`config.mk`:
```
export PLATFORM = sky130hd
export DESIGN_NAME = nibble_serial_alu_flat
export DESIGN_NICKNAME = d
export VERILOG_FILES = /design/src/rtl/nibble_serial_alu_if.sv /design/src/rtl/nibble_serial_alu.sv /design/src/flat_wrapper.sv
export SDC_FILE = /design/constraint.sdc
export NUM_CORES = 1
export LEC_CHECK = 0
export ABC_AREA = 1
export CAP_MARGIN = 20
export CORE_ASPECT_RATIO = 0.5
export CORE_MARGIN = 3
export CORE_UTILIZATION = 57
export CTS_BUF_LIST = sky130_fd_sc_hd__clkbuf_16
export CTS_CLUSTER_DIAMETER = 120
export DETAILED_ROUTE_END_ITERATION = 10
export HOLD_SLACK_MARGIN = 0.12
export PLACE_DENSITY = 0.93
export SLEW_MARGIN = 10
export SYNTH_ARGS = -nofsm -noshare
export SYNTH_HDL_FRONTEND = slang
export SYNTH_SLANG_ARGS = --single-unit
export TNS_END_PERCENT = 20
```
`constraint.sdc`:
```
create_clock -name clk -period 6.4 [get_ports clk]
set_input_delay 1.92 -clock clk [delete_from_list [all_inputs] [get_ports clk]]
set_output_delay 1.92 -clock clk [all_outputs]
set_load 0.02 [all_outputs]
```
`src/rtl/nibble_serial_alu_if.sv`:
```
// Bus bundle for nibble_serial_alu: request side (start/op/operands) driven by
// the master, status/result/lookahead-probe side driven by the ALU.
interface nibble_serial_alu_if #(
    parameter int WIDTH = 16
);
    localparam int IDX_W = (WIDTH / 4 > 1) ? $clog2(WIDTH / 4) : 1;

    logic             start;
    logic [2:0]       op;
    logic [WIDTH-1:0] a;
    logic [WIDTH-1:0] b;
    logic             cin;
    logic             ready;
    logic             busy;
    logic             done;
    logic [WIDTH-1:0] result;
    logic             cout;
    logic             overflow;
    logic             zero;
    logic [IDX_W-1:0] nib_idx;
    logic             nib_p_n;
    logic             nib_g_n;

    modport master (
        output start, op, a, b, cin,
        input  ready, busy, done, result, cout, overflow, zero,
        input  nib_idx, nib_p_n, nib_g_n
    );

    modport slave (
        input  start, op, a, b, cin,
        output ready, busy, done, result, cout, overflow, zero,
        output nib_idx, nib_p_n, nib_g_n
    );
endinterface

```
`src/rtl/nibble_serial_alu.sv`:
```
// Nibble-serial ALU: one 4-bit slice reused WIDTH/4 times, least significant
// nibble first, with a single carry flop standing in for the lookahead carry.
// The per-nibble active-low P/G are exported so a lookahead generator model
// can be cross-checked against the serial carry chain.
module nibble_serial_alu #(
    parameter int WIDTH = 16
) (
    input logic                clk,
    input logic                rst_n,
    nibble_serial_alu_if.slave bus
);
    localparam int N     = WIDTH / 4;
    localparam int IDX_W = (N > 1) ? $clog2(N) : 1;
    localparam logic [IDX_W-1:0] LAST_IDX = IDX_W'(N - 1);

    typedef enum logic [1:0] {
        S_IDLE,
        S_RUN,
        S_DONE
    } state_e;

    typedef enum logic [2:0] {
        OP_ADD   = 3'b000,
        OP_ADC   = 3'b001,
        OP_SUB   = 3'b010,
        OP_SBC   = 3'b011,
        OP_AND   = 3'b100,
        OP_OR    = 3'b101,
        OP_XOR   = 3'b110,
        OP_PASSB = 3'b111
    } alu_op_e;

    // Control and architecturally visible state (reset)
    state_e           state_q, state_d;
    logic [IDX_W-1:0] idx_q, idx_d;
    logic             carry_q, carry_d;
    logic [WIDTH-1:0] result_q, result_d;
    logic             cout_q, cout_d;
    logic             ovf_q, ovf_d;
    logic             zero_q, zero_d;

    // Operand capture and partial result (loaded before use)
    logic [WIDTH-1:0] a_q, a_d;
    logic [WIDTH-1:0] b_q, b_d;
    logic [WIDTH-1:0] acc_q, acc_d;
    alu_op_e          op_q, op_d;

    // Current-nibble slice signals
    logic       run;
    logic       is_arith;
    logic       invert_b;
    logic [3:0] a_nib;
    logic [3:0] b_nib;
    logic [3:0] bp_nib;
    logic [4:0] sum5;
    logic       grp_p;
    logic       grp_g;
    logic       c_msb_in;
    logic [3:0] nib_res;

    // Carry that seeds nibble 0 for each operation
    function automatic logic init_carry(alu_op_e op, logic cin);
        case (op)
            OP_ADC, OP_SBC: return cin;
            OP_SUB:         return 1'b1;
            default:        return 1'b0;
        endcase
    endfunction

    // 4-bit slice: sum, group propagate/generate, carry into bit 3, logic result
    always_comb begin
        run      = (state_q == S_RUN);
        is_arith = ~op_q[2];
        invert_b = (op_q == OP_SUB) || (op_q == OP_SBC);
        a_nib    = a_q[4*int'(idx_q) +: 4];
        b_nib    = b_q[4*int'(idx_q) +: 4];
        bp_nib   = invert_b ? ~b_nib : b_nib;
        sum5     = {1'b0, a_nib} + {1'b0, bp_nib} + {4'b0000, carry_q};
        grp_p    = &(a_nib | bp_nib);
        grp_g    = ({1'b0, a_nib} + {1'b0, bp_nib}) > 5'd15;
        c_msb_in = ({1'b0, a_nib[2:0]} + {1'b0, bp_nib[2:0]} + {3'b000, carry_q}) > 4'd7;
        case (op_q)
            OP_AND:   nib_res = a_nib & b_nib;
            OP_OR:    nib_res = a_nib | b_nib;
            OP_XOR:   nib_res = a_nib ^ b_nib;
            OP_PASSB: nib_res = b_nib;
            default:  nib_res = sum5[3:0];
        endcase
    end

    // Next-state: FSM transitions, operand capture, nibble write-back, flags
    always_comb begin
        // NOTE: every variable gets a default first so no path leaves it
        // unassigned; a missing default here would infer a latch.
        state_d  = state_q;
        idx_d    = idx_q;
        carry_d  = carry_q;
        result_d = result_q;
        cout_d   = cout_q;
        ovf_d    = ovf_q;
        zero_d   = zero_q;
        a_d      = a_q;
        b_d      = b_q;
        acc_d    = acc_q;
        op_d     = op_q;

        case (state_q)
            S_IDLE, S_DONE: begin
                if (bus.start) begin
                    state_d = S_RUN;
                    idx_d   = '0;
                    a_d     = bus.a;
                    b_d     = bus.b;
                    op_d    = alu_op_e'(bus.op);
                    carry_d = init_carry(alu_op_e'(bus.op), bus.cin);
                end else begin
                    state_d = S_IDLE;
                end
            end
            S_RUN: begin
                acc_d[4*int'(idx_q) +: 4] = nib_res;
                carry_d = is_arith & sum5[4];
                if (idx_q == LAST_IDX) begin
                    state_d  = S_DONE;
                    idx_d    = '0;
                    result_d = acc_d;
                    cout_d   = is_arith & sum5[4];
                    ovf_d    = is_arith & (c_msb_in ^ sum5[4]);
                    zero_d   = (acc_d == '0);
                end else begin
                    idx_d = idx_q + IDX_W'(1);
                end
            end
            default: state_d = S_IDLE;
        endcase
    end

    // Control/result registers with asynchronous reset
    always_ff @(posedge clk or negedge rst_n) begin
        if (!rst_n) begin
            state_q  <= S_IDLE;
            idx_q    <= '0;
            carry_q  <= 1'b0;
            result_q <= '0;
            cout_q   <= 1'b0;
            ovf_q    <= 1'b0;
            zero_q   <= 1'b0;
        end else begin
            // NOTE: non-blocking assignments for all state so every flop
            // samples the pre-edge values regardless of statement order.
            state_q  <= state_d;
            idx_q    <= idx_d;
            carry_q  <= carry_d;
            result_q <= result_d;
            cout_q   <= cout_d;
            ovf_q    <= ovf_d;
            zero_q   <= zero_d;
        end
    end

    // Operand and accumulator registers
    // NOTE: no reset on these; they are fully written at every accepted start
    // or during RUN before any visible output depends on them.
    always_ff @(posedge clk) begin
        a_q   <= a_d;
        b_q   <= b_d;
        acc_q <= acc_d;
        op_q  <= op_d;
    end

    assign bus.ready    = (state_q == S_IDLE) || (state_q == S_DONE);
    assign bus.busy     = run;
    assign bus.done     = (state_q == S_DONE);
    assign bus.result   = result_q;
    assign bus.cout     = cout_q;
    assign bus.overflow = ovf_q;
    assign bus.zero     = zero_q;
    assign bus.nib_idx  = idx_q;
    assign bus.nib_p_n  = ~(run & is_arith & grp_p);
    assign bus.nib_g_n  = ~(run & is_arith & grp_g);

endmodule

```
`src/flat_wrapper.sv`:
```
// flat-port wrapper written by rule: the top's interface ports become plain ports
module nibble_serial_alu_flat 
#(
    parameter int WIDTH = 16
)
  (clk, rst_n, bus_start, bus_op, bus_a, bus_b, bus_cin, bus_ready, bus_busy, bus_done, bus_result, bus_cout, bus_overflow, bus_zero, bus_nib_idx, bus_nib_p_n, bus_nib_g_n);
  nibble_serial_alu_if #(.WIDTH(WIDTH)) bus_i ();
  input logic clk;
  input logic rst_n;
  input wire logic [$bits(bus_i.start)-1:0] bus_start;
  input wire logic [$bits(bus_i.op)-1:0] bus_op;
  input wire logic [$bits(bus_i.a)-1:0] bus_a;
  input wire logic [$bits(bus_i.b)-1:0] bus_b;
  input wire logic [$bits(bus_i.cin)-1:0] bus_cin;
  output wire logic [$bits(bus_i.ready)-1:0] bus_ready;
  output wire logic [$bits(bus_i.busy)-1:0] bus_busy;
  output wire logic [$bits(bus_i.done)-1:0] bus_done;
  output wire logic [$bits(bus_i.result)-1:0] bus_result;
  output wire logic [$bits(bus_i.cout)-1:0] bus_cout;
  output wire logic [$bits(bus_i.overflow)-1:0] bus_overflow;
  output wire logic [$bits(bus_i.zero)-1:0] bus_zero;
  output wire logic [$bits(bus_i.nib_idx)-1:0] bus_nib_idx;
  output wire logic [$bits(bus_i.nib_p_n)-1:0] bus_nib_p_n;
  output wire logic [$bits(bus_i.nib_g_n)-1:0] bus_nib_g_n;
  assign bus_i.start = bus_start;
  assign bus_i.op = bus_op;
  assign bus_i.a = bus_a;
  assign bus_i.b = bus_b;
  assign bus_i.cin = bus_cin;
  assign bus_ready = bus_i.ready;
  assign bus_busy = bus_i.busy;
  assign bus_done = bus_i.done;
  assign bus_result = bus_i.result;
  assign bus_cout = bus_i.cout;
  assign bus_overflow = bus_i.overflow;
  assign bus_zero = bus_i.zero;
  assign bus_nib_idx = bus_i.nib_idx;
  assign bus_nib_p_n = bus_i.nib_p_n;
  assign bus_nib_g_n = bus_i.nib_g_n;
  nibble_serial_alu #(.WIDTH(WIDTH)) u_core (.clk(clk), .rst_n(rst_n), .bus(bus_i));
endmodule
```
==> results.sh, run 1 <==
export IMPL_cp_max_fo=27
export IMPL_wl_met1_mm=3.50
export IMPL_wl_per_cell_um=14.6
export IMPL_floorplan_initialDensity=0.614
export IMPL_crit_chain="inv_2 -> nand2_1 -> nand3_1 -> nand2_1 -> xor2_1 -> ha_1 -> fa_1 -> a21oi_1 -> o21bai_1 -> nand2_1 -> clkdlybuf4s50_1"
export IMPL_cts_hold_buf=0
export IMPL_clk_pin_slew_ns=0.06
export IMPL_syn_nets=460
export IMPL_diodes=0
export IMPL_ctsResizeCount=0
export IMPL_finalCriticalPeriod_ns=5.76
export IMPL_synth_edf_count=51
export IMPL_pwr_share_clk=0.172
export IMPL_async_flop_share=0.320
export IMPL_synthCells=395
export IMPL_worst_endpoint_required_ns=4.48
export IMPL_cpPeakStageDelay_ns=0.98
export IMPL_swShare=0.440
export IMPL_cts_root_buf="clkbuf_16"
export IMPL_grt_pass1_vias=2850
export IMPL_final_util=0.771
export IMPL_clock_path_buffers=2
export IMPL_finalHoldViolations=0
export IMPL_firstDrtPassIters=5
export IMPL_io_buffers=64
export IMPL_htreeDepth=3
export IMPL_vias=2973
export IMPL_synth_cell_types=37
export IMPL_slew_limit_headroom=0.350
export IMPL_ys_flop_type="edfxtp_1"
export IMPL_fillers=429
export IMPL_dp_hpwl_mm=5.85
export IMPL_yosysMostFrequentCell="nand2_1"
export IMPL_grt_overflow_total=0
export IMPL_worstMarginPinSlew_ns=0.975
export IMPL_drv_cap=0
export IMPL_period_share=0.900
export IMPL_cpMaxStageDelayCell="dfrtp_1"
export IMPL_critical_path_class="register to output pin"
export IMPL_fp_dieW_um=123
export IMPL_worstPathArrival_ns=3.84
export IMPL_grt_max_degree=36
export IMPL_die_height_um=64.3
export IMPL_place_gp_congestion=0.883
export IMPL_yosys_area_top_type="edfxtp_1"
export IMPL_syn_area_um2=3870
export IMPL_rows=20
export IMPL_top_layer="met4"
export IMPL_syn_to_final_growth_pct=25.6
export IMPL_cts_sinks=75
export IMPL_drive_above_1_share=0.0940
export IMPL_cp_buffers_inverters=2
export IMPL_leakage_nw=2.13
export IMPL_netlist_top_cells_area="edfxtp_1 40%, dfrtp_1 16%, nand2_1 12%"
export IMPL_power_density_nw_per_um2=557
export IMPL_antenna_found_initial=0
export IMPL_ys_ff_latch=75
export IMPL_postCtsSetupRepairBufs=0
export IMPL_fmax_mhz=174
export IMPL_clock_latency_ns=0.33
export IMPL_cts_made_buffers=9
export IMPL_synth_warnings=0
export IMPL_grt_pass1_wl_mm=13.5
export IMPL_vias_per_cell=5.35
export IMPL_power_frac_comb=0.522
export IMPL_setup_worst_path_end_class="output pin"
export IMPL_irDropWorstVdd_mv=0.302
export IMPL_multi_input_area_um2=1540
export IMPL_drv_slew=0
export IMPL_p_seq_frac=0.306
export IMPL_finalWirelength_mm=8.13
export IMPL_core_area_um2=6310
export IMPL_holdCritPathClass="register to register"
export IMPL_synth_top_area_frac=0.395
export IMPL_die_area_um2=7880
export IMPL_seqCellArea_um2=2130
export IMPL_ys_seq_area_frac=0.551
export IMPL_cp_common_cell="nand2_1"
export IMPL_ioPinCount=65
export IMPL_fin_skew_ns=0.00703
export IMPL_drc=0
export IMPL_p_switching_mw=1.19
export IMPL_wl_met3_um=710
export IMPL_grt_usage=0.224
export IMPL_synth_commonest_cells="126 x nand2_1, 51 x edfxtp_1, 34 x inv_1, 29 x nand3_1"
export IMPL_setup_tns_ns=0
export IMPL_fin_nets=528
export IMPL_tritoncts="done"
export IMPL_rsz0062_at_grt="false"
export IMPL_run_status="complete, no violations"
export IMPL_synth_avg_cell_area_um2=9.80
export IMPL_critPathTopFamily="flip-flops"
export IMPL_p_int_mw=1.52
export IMPL_antenna_left=0
export IMPL_drt_initial_drc_count=229
export IMPL_finalSetupViolCount=0
export IMPL_cp_start_kind="register"
export IMPL_wl_met2_mm=3.82
final cells by class:
| type | instances | share of cell area |
|---|---|---|
| sequential | 75 | 0.438 |
| multi-input combinational | 270 | 0.316 |
| timing repair buffer | 66 | 0.134 |
| clock buffer | 10 | 0.0514 |
| inverter | 41 | 0.0316 |
| tap | 88 | 0.0226 |
| clock inverter | 6 | 0.00617 |
layer usage:
layer | GRT usage | vias to the layer above
met5 | 0 | -
met4 | 0.0767 | 0
met3 | 0.0752 | 14
met2 | 0.341 | 129
met1 | 0.301 | 1367
li1 | - | 1463
worst paths after layout:
check	from	end	slack [ns]	cells after the start
worst max-delay path	u_core.bus.nib_idx[0]$_DFFE_PN0P_	bus_nib_g_n	0.64	11
worst min-delay path	u_core.bus.result[4]$_DFFE_PN0P_	u_core.bus.result[4]$_DFFE_PN0P_	0.48	2
worst max register to register	u_core.bus.nib_idx[0]$_DFFE_PN0P_	u_core.bus.zero$_DFFE_PN0P_	2.27	16
worst min register to register	u_core.bus.result[4]$_DFFE_PN0P_	u_core.bus.result[4]$_DFFE_PN0P_	0.48	2
max in group asynchronous	rst_n	u_core.bus.result[3]$_DFFE_PN0P_	4.48	1
min in group asynchronous	rst_n	u_core.bus.result[11]$_DFFE_PN0P_	1.56	1
tightest hold or removal path: stages (launching register included):
cell and delay (ns):
dfrtp_1 0.34, nand2_1 0.06, nand2_1 0.05
through the flow:
stage | power [mW] | area (um2) | worst slack (ns) | hold slack, ns | std cells
after CTS | 2.71 | 4870 | 0.654 | 0.482 | 556
after global routing | 2.92 | 4860 | 0.350 | 0.506 | 556
after floorplan | 1.80 | 3870 | 2.29 | 0.503 | 395
after global placement | 2.18 | 4590 | 1.16 | 0.465 | 540
final | 2.71 | 4860 | 0.641 | 0.477 | 556
after detailed placement | 2.23 | 4590 | 1.01 | 0.467 | 540
cells in the final DEF, fill, tap and decap left out, drive strengths merged, types with 3 or more instances in the layout:
master and instances:
a21oi 8, clkdlybuf4s50 63, clkbuf 10, nand2 128, edfxtp 51, nand3 30, xor2 5, buf 3
ha 24, clkinv 6, dfrtp 24, o21ai 18, a32oi 4, nand4 13, inv 41, nor2 26
sequential cells by signal (all words and copies together) (netlist names):
signal               flops
u_core.carry_q           1
u_core.acc_q            16
u_core.b_q              16
u_core.op_q              3
u_core.bus.nib_idx       2
u_core.bus.zero          1
u_core.bus.result       16
u_core.a_q              16
u_core.bus.overflow      1
u_core.bus.cout          1
u_core.state_q           2
power by group through the flow:
stage                     Sequential (mW)  Clock (mW)  Combinational [mW]
final                               0.829       0.467                1.41
after floorplan                     0.865           0               0.938
after detailed placement            0.835           0                1.39
after CTS                           0.829       0.472                1.41
after global routing                0.846       0.499                1.58
after global placement              0.827           0                1.36
logic make-up (layout without fill, tap and decap cells):
family          Yosys count  count (layout)  synth area share
simple gates            202             202             0.231
flops                    75              75             0.551
buf+inv                  50             123            0.0530
compound gates           36              36            0.0640
fa+ha+maj                26              26            0.0879
xor+xnor                  6               6            0.0136
Power figures use the tool's default switching activity.
==> run 2: changes to the inputs <==
--- a/config.mk
+++ b/config.mk
@@ -6,7 +6,6 @@
 export NUM_CORES = 1
 export LEC_CHECK = 0
 export ABC_AREA = 1
-export CAP_MARGIN = 20
 export CORE_ASPECT_RATIO = 0.5
 export CORE_MARGIN = 3
 export CORE_UTILIZATION = 57
==> results of run 2 <==
The final DEF is identical to that of run 1; final timing and power are the same.
